`config.mk`:
```
export PLATFORM = sky130hd
export DESIGN_NAME = wb_openram_ctrl
export DESIGN_NICKNAME = d
export VERILOG_FILES = /design/src/rtl/wb_openram_pkg.sv /design/src/rtl/wb_openram_adr_dec.sv /design/src/rtl/wb_openram_ctrl.sv
export SDC_FILE = /design/constraint.sdc
export NUM_CORES = 1
export LEC_CHECK = 0
export CAP_MARGIN = 10
export CORE_ASPECT_RATIO = 0.7
export CORE_MARGIN = 1.5
export CORE_UTILIZATION = 40
export CTS_BUF_LIST = sky130_fd_sc_hd__clkbuf_2 sky130_fd_sc_hd__clkbuf_4 sky130_fd_sc_hd__clkbuf_8
export CTS_CLUSTER_DIAMETER = 60
export DETAILED_ROUTE_END_ITERATION = 7
export PLACE_DENSITY = 0.82
export SLEW_MARGIN = 20
export SYNTH_ARGS = -nofsm -noshare
export SYNTH_HDL_FRONTEND = slang
export SYNTH_SLANG_ARGS = --single-unit
export TNS_END_PERCENT = 50
```
`constraint.sdc`:
```
create_clock -name wb_clk_i -period 2 [get_ports wb_clk_i]
set_clock_uncertainty 0.1 [all_clocks]
set_input_delay 0.4 -clock wb_clk_i [delete_from_list [all_inputs] [get_ports wb_clk_i]]
set_output_delay 0.4 -clock wb_clk_i [all_outputs]
set_load 0.02 [all_outputs]
```
`src/rtl/wb_openram_pkg.sv`:
```
// Shared types and helpers for the Wishbone-to-OpenRAM bridge.
// The optional error response is enabled with the WB_OPENRAM_ERR_EN macro (see wb_openram_ctrl).
package wb_openram_pkg;

  typedef enum logic [1:0] {
    StIdle,
    StIssue,
    StWait,
    StAck
  } state_e;

  localparam logic [31:0] DefaultBaseAddr    = 32'h3000_0000;
  localparam int unsigned DefaultAddrWidth   = 8;
  localparam int unsigned DefaultWindowBytes = 4 << DefaultAddrWidth;
  localparam int unsigned LatCntWidth        = 2;

  function automatic int unsigned window_bytes(input int unsigned addr_width);
    return 4 << addr_width;
  endfunction

  // 33-bit compare so a window ending at 4 GiB does not wrap.
  function automatic logic window_hit(input logic [31:0] adr, input logic [31:0] base,
                                      input int unsigned addr_width);
    logic [32:0] lo;
    logic [32:0] hi;
    lo = {1'b0, base};
    hi = lo + 33'(window_bytes(addr_width));
    return ({1'b0, adr} >= lo) && ({1'b0, adr} < hi);
  endfunction

endpackage

```
`src/rtl/wb_openram_adr_dec.sv`:
```
// Window decode for the OpenRAM bridge: qualified hit and word address of the macro.
module wb_openram_adr_dec
  import wb_openram_pkg::*;
#(
  parameter logic [31:0] BASE_ADDR  = DefaultBaseAddr,
  parameter int unsigned ADDR_WIDTH = DefaultAddrWidth
) (
  input  logic                  cyc_i,
  input  logic                  stb_i,
  input  logic [31:0]           adr_i,
  output logic                  hit_o,
  output logic [ADDR_WIDTH-1:0] word_adr_o
);

  assign hit_o      = cyc_i & stb_i & window_hit(adr_i, BASE_ADDR, ADDR_WIDTH);
  assign word_adr_o = adr_i[ADDR_WIDTH+1:2];

endmodule

```
`src/rtl/wb_openram_ctrl.sv`:
```
// Wishbone classic slave driving the 1rw port of one OpenRAM macro; all outputs registered.
// Define WB_OPENRAM_ERR_EN to add wbs_err_o, a one-cycle error response to out-of-window requests.
module wb_openram_ctrl
  import wb_openram_pkg::*;
#(
  parameter logic [31:0] BASE_ADDR    = DefaultBaseAddr,
  parameter int unsigned ADDR_WIDTH   = DefaultAddrWidth,
  parameter int unsigned READ_LATENCY = 1
) (
  input  logic                  wb_clk_i,
  input  logic                  wb_rst_i,
  input  logic                  wbs_cyc_i,
  input  logic                  wbs_stb_i,
  input  logic                  wbs_we_i,
  input  logic [3:0]            wbs_sel_i,
  input  logic [31:0]           wbs_adr_i,
  input  logic [31:0]           wbs_dat_i,
  output logic                  wbs_ack_o,
`ifdef WB_OPENRAM_ERR_EN
  output logic                  wbs_err_o,
`endif
  output logic [31:0]           wbs_dat_o,
  output logic                  ram_csb0_o,
  output logic                  ram_web0_o,
  output logic [3:0]            ram_wmask0_o,
  output logic [ADDR_WIDTH-1:0] ram_addr0_o,
  output logic [31:0]           ram_din0_o,
  input  logic [31:0]           ram_dout0_i
);

  localparam logic [LatCntWidth-1:0] CntInit = LatCntWidth'(READ_LATENCY - 1);

  state_e                  state_q, state_d;
  logic [LatCntWidth-1:0]  cnt_q, cnt_d;
  logic                    ack_q, ack_d;
  logic [31:0]             dat_q, dat_d;
  logic                    csb_q, csb_d;
  logic                    web_q, web_d;
  logic [3:0]              wmask_q, wmask_d;
  logic [ADDR_WIDTH-1:0]   addr_q, addr_d;
  logic [31:0]             din_q, din_d;
  logic                    hit;
  logic [ADDR_WIDTH-1:0]   word_adr;
`ifdef WB_OPENRAM_ERR_EN
  logic                    err_q, err_d;
  logic                    miss;
  assign miss = wbs_cyc_i & wbs_stb_i & ~hit;
`endif

  wb_openram_adr_dec #(
    .BASE_ADDR (BASE_ADDR),
    .ADDR_WIDTH(ADDR_WIDTH)
  ) u_adr_dec (
    .cyc_i     (wbs_cyc_i),
    .stb_i     (wbs_stb_i),
    .adr_i     (wbs_adr_i),
    .hit_o     (hit),
    .word_adr_o(word_adr)
  );

  always_comb begin
    state_d = state_q;
    cnt_d   = cnt_q;
    ack_d   = 1'b0;
    dat_d   = dat_q;
    csb_d   = csb_q;
    web_d   = web_q;
    wmask_d = wmask_q;
    addr_d  = addr_q;
    din_d   = din_q;
`ifdef WB_OPENRAM_ERR_EN
    err_d   = 1'b0;
`endif
    unique case (state_q)
      StIdle: begin
        if (hit) begin
          state_d = StIssue;
          csb_d   = 1'b0;
          web_d   = ~wbs_we_i;
          wmask_d = wbs_we_i ? wbs_sel_i : 4'b0000;
          addr_d  = word_adr;
          din_d   = wbs_dat_i;
`ifdef WB_OPENRAM_ERR_EN
        end else if (miss && !err_q) begin
          // Gate on err_q so a held miss strobe yields discrete pulses.
          err_d = 1'b1;
`endif
        end
      end
      StIssue: begin
        csb_d = 1'b1;
        if (!wbs_cyc_i) begin
          state_d = StIdle;
        end else if (!web_q) begin
          state_d = StAck;
          ack_d   = 1'b1;
        end else begin
          state_d = StWait;
          cnt_d   = CntInit;
        end
      end
      StWait: begin
        if (!wbs_cyc_i) begin
          state_d = StIdle;
        end else if (cnt_q == '0) begin
          state_d = StAck;
          ack_d   = 1'b1;
          dat_d   = ram_dout0_i;
        end else begin
          cnt_d = cnt_q - 1'b1;
        end
      end
      StAck:   state_d = StIdle;
      default: state_d = StIdle;
    endcase
  end

  always_ff @(posedge wb_clk_i) begin
    if (wb_rst_i) begin
      state_q <= StIdle;
      cnt_q   <= '0;
      ack_q   <= 1'b0;
      dat_q   <= '0;
      csb_q   <= 1'b1;
      web_q   <= 1'b1;
      wmask_q <= '0;
      addr_q  <= '0;
      din_q   <= '0;
`ifdef WB_OPENRAM_ERR_EN
      err_q   <= 1'b0;
`endif
    end else begin
      state_q <= state_d;
      cnt_q   <= cnt_d;
      ack_q   <= ack_d;
      dat_q   <= dat_d;
      csb_q   <= csb_d;
      web_q   <= web_d;
      wmask_q <= wmask_d;
      addr_q  <= addr_d;
      din_q   <= din_d;
`ifdef WB_OPENRAM_ERR_EN
      err_q   <= err_d;
`endif
    end
  end

  assign wbs_ack_o    = ack_q;
  assign wbs_dat_o    = dat_q;
  assign ram_csb0_o   = csb_q;
  assign ram_web0_o   = web_q;
  assign ram_wmask0_o = wmask_q;
  assign ram_addr0_o  = addr_q;
  assign ram_din0_o   = din_q;
`ifdef WB_OPENRAM_ERR_EN
  assign wbs_err_o    = err_q;
`endif

endmodule

```
==> load_flow_metrics.sql <==
INSERT INTO impl_metrics (metric_group, metric, value, unit) VALUES
('finish', 'fill_cells', '603', ''),
('grt', 'globalRouteMet2Util', '0.385', ''),
('die', 'chipWidth', '113', 'um'),
('yosys', 'syn_nets', '520', ''),
('finish', 'multiInputGateArea', '1520', 'um2'),
('die', 'core', '8040', 'um2'),
('clock_tree', 'cts_hold_buf', '0', ''),
('yosys', 'post-synth-top-area-cell', 'sky130_fd_sc_hd__dfxtp_1', ''),
('yosys', 'post_synth.cell_area_avg', '8.23', 'um2'),
('grt', 'antenna_found_initial', '0', ''),
('grt', 'globalRouteTotalUtil', '0.234', ''),
('sta', 'timing.final.max_slew_violations', '0', ''),
('routing', 'routed_wirelength', '10700', 'um'),
('yosys', 'synth.ff_latch_count', '83', ''),
('critical_path', 'critical_path.startpoint_type', 'register', ''),
('sta', 'setup_viol_count_final', '0', ''),
('yosys', 'yosysWarnings', '0', ''),
('critical_path', 'setup.worst_path.class', 'register to primary output', ''),
('routing', 'final_antenna_net_count', '0', ''),
('die', 'die_height', '79.9', 'um'),
('power_and_ir_drop', 'power.density_cell_area', '588', 'nW/um2'),
('routing', 'vias', '3638', ''),
('clock_tree', 'htree_num_levels', '3', ''),
('critical_path', 'worstPathBufferInverterCount', '1', ''),
('job', 'max_capacitance_violation_count', '0', ''),
('yosys', 'netlist_instances', '411', ''),
('min_path', 'hp-class', 'primary input to register', ''),
('clock_tree', 'clock_latency', '0.35', 'ns'),
('sta', 'final_min_period_over_clock_period', '0.947', ''),
('critical_path', 'critPathTopFamily', 'buffers and inverters', ''),
('placed_design', 'dp.final_hpwl', '7650', 'um'),
('finish', 'share_of_post_route_cells_with_drive_strength_above_1', '0.0768', ''),
('yosys', 'synth_top_area_share', '0.491', ''),
('sta', 'maxSlewHeadroom', '0.774', ''),
('clock_tree', 'cts-buffers-inserted', '9', ''),
('critical_path', 'crit_path_cell_trace', 'clkdlybuf4s50_1', ''),
('sta', 'finalHoldViolations', '0', ''),
('clock_tree', 'numClockSinks', '83', ''),
('power_and_ir_drop', 'max-vdd-ir-drop', '0.000329', 'V'),
('die', 'i_o_pins', '184', ''),
('clock_tree', 'clk_pin_slew', '0.08', 'ns'),
('die', 'die-area', '9020', 'um2'),
('clock_tree', 'postCtsSetupRepairBufs', '0', ''),
('yosys', 'ys_top_cells_by_count', 'sky130_fd_sc_hd__dfxtp_1 (83), sky130_fd_sc_hd__a21oi_1 (81), sky130_fd_sc_hd__nand2_1 (72)', ''),
('critical_path', 'cp_slowest_cell', 'sky130_fd_sc_hd__clkdlybuf4s50_1', ''),
('grt', 'number_of_global_route_vias_before_repair', '3521', ''),
('grt', 'grt_util_met3', '0.0934', ''),
('finish', 'syn2layout_area_growth', '65.0', '%'),
('critical_path', 'cp-end-kind', 'primary output', ''),
('finish', 'antenna-diode-count', '0', ''),
('yosys', 'synth.area.top_cells', 'sky130_fd_sc_hd__dfxtp_1 (49%), sky130_fd_sc_hd__a21oi_1 (12%), sky130_fd_sc_hd__nand2_1 (8.0%)', ''),
('sta', 'postLayoutSetupSlackWorst', '0.106', 'ns'),
('routing', 'firstDrtPassIters', '4', ''),
('yosys', 'ys.flop_type', 'sky130_fd_sc_hd__dfxtp_1', ''),
('yosys', 'synth-async-reset-ratio', '0', ''),
('grt', 'grt-busiest-layer', 'met2', ''),
('placed_design', 'routabilityCongestion', '0.827', ''),
('finish', 'nNetsFinal', '690', ''),
('sta', 'worst_slew_pin_slew', '0.338', 'ns'),
('finish', 'register_area', '1660', 'um2'),
('yosys', 'edff_count_synth', '0', ''),
('die', 'effective_utilization_at_floorplan', '0.421', ''),
('status', 'run_status', 'finished, final reports clean', ''),
('yosys', 'synth.yosys.seq_area_share', '0.491', ''),
('routing', 'viasPerCell', '5.30', ''),
('placed_design', 'io_buffer_count', '181', ''),
('routing', 'drt-initial-drc-count', '252', ''),
('routing', 'avgRoutedWirePerCell', '15.6', 'um'),
('power_and_ir_drop', 'power', '0.00328', 'W'),
('critical_path', 'worstPathRequired', '1.50', 'ns'),
('critical_path', 'maximum_fanout_along_the_worst_path', '4', '');
[cell usage in the layout (no fill, tap or decap), types with 2 or more instances in the layout]
cell type,netlist,routed
sky130_fd_sc_hd__clkdlybuf4s50_1,0,180
sky130_fd_sc_hd__dfxtp_1,83,83
sky130_fd_sc_hd__a21oi_1,81,81
sky130_fd_sc_hd__nand2_1,72,72
sky130_fd_sc_hd__o21ai_0,47,47
sky130_fd_sc_hd__nand4_1,42,42
sky130_fd_sc_hd__buf_4,0,13
sky130_fd_sc_hd__clkbuf_8,0,10
sky130_fd_sc_hd__inv_1,7,7
sky130_fd_sc_hd__buf_12,0,7
sky130_fd_sc_hd__nand3_1,4,4
sky130_fd_sc_hd__or3_1,4,4
sky130_fd_sc_hd__ha_1,4,4
sky130_fd_sc_hd__nor4b_4,2,2
sky130_fd_sc_hd__nor4_2,2,2
sky130_fd_sc_hd__and4_1,2,2
sky130_fd_sc_hd__a21o_1,2,2
sky130_fd_sc_hd__nor3_1,2,2
sky130_fd_sc_hd__nor2_1,2,2
[where the power goes]
group	internal, W	leakage (nW)	switching, W
Sequential	0.00166	0.668	0.00000612
Combinational	0.000229	1.10	0.000159
Clock	0.000630	0.103	0.000600
Total	0.00252	1.87	0.000764
[cell families after synthesis]
logic type | after synthesis | synth area share
buffers and inverters | 49 | 0.0599
muxes | 1 | 0.00333
AOI/OAI and AO/OA | 135 | 0.207
and+or+nand+nor | 139 | 0.224
adders and majority gates | 4 | 0.0148
DFF | 83 | 0.491
[layer usage]
layer  part of all wire  routed length (um)
met1               0.41                4420
met5                  0                   0
met3              0.091                 970
met4              0.020                 212
met2               0.48                5080
[final timing paths]
kind	start	endpoint	slack (ns)	cells after the start
max	ram_web0_o	ram_web0_o	0.11	1
min	wb_rst_i	wbs_dat_o[19]	0.28	2
max reg2reg	state_q[0]	state_q[0]	0.31	6
min reg2reg	cnt_q[0]	cnt_q[0]	0.35	2
[sequential cells by signal (all words and copies together) (netlist names)]
| signal | cells |
|---|---|
| cnt_q | 2 |
| ram_addr0_o | 8 |
| ram_csb0_o | 1 |
| ram_din0_o | 32 |
| ram_web0_o | 1 |
| ram_wmask0_o | 4 |
| state_q | 2 |
| wbs_ack_o | 1 |
| wbs_dat_o | 32 |
[stage by stage]
step            util  cell area (um2)  std cells  setup TNS (ns)
2_1_floorplan      -             3380        411               0
3_3_place_gp   0.669             5380        671           -5.55
3_5_place_dp   0.669             5380        671           -6.76
4_1_cts        0.694             5580        687               0
5_1_grt        0.694             5580        687               0
6_report       0.694             5580        687               0
[worst reg2reg max path, cell delays in order, from the launching register on]
cell and delay [ns]:
sky130_fd_sc_hd__dfxtp_1 0.34, sky130_fd_sc_hd__inv_1 0.08, sky130_fd_sc_hd__ha_1 0.28, sky130_fd_sc_hd__nor2b_1 0.35, sky130_fd_sc_hd__a21oi_1 0.12, sky130_fd_sc_hd__a311oi_1 0.24
sky130_fd_sc_hd__nor3_1 0.07
[layout make-up]
type / instances / area share
clock buffer: 11 / 0.0260
tap: 101 / 0.0226
sequential: 83 / 0.298
inverter: 7 / 0.00471
multi-input combinational: 279 / 0.272
clock inverter: 5 / 0.0108
timing repair buffer: 201 / 0.366
Note: power is estimated with default switching activity, not from simulation.
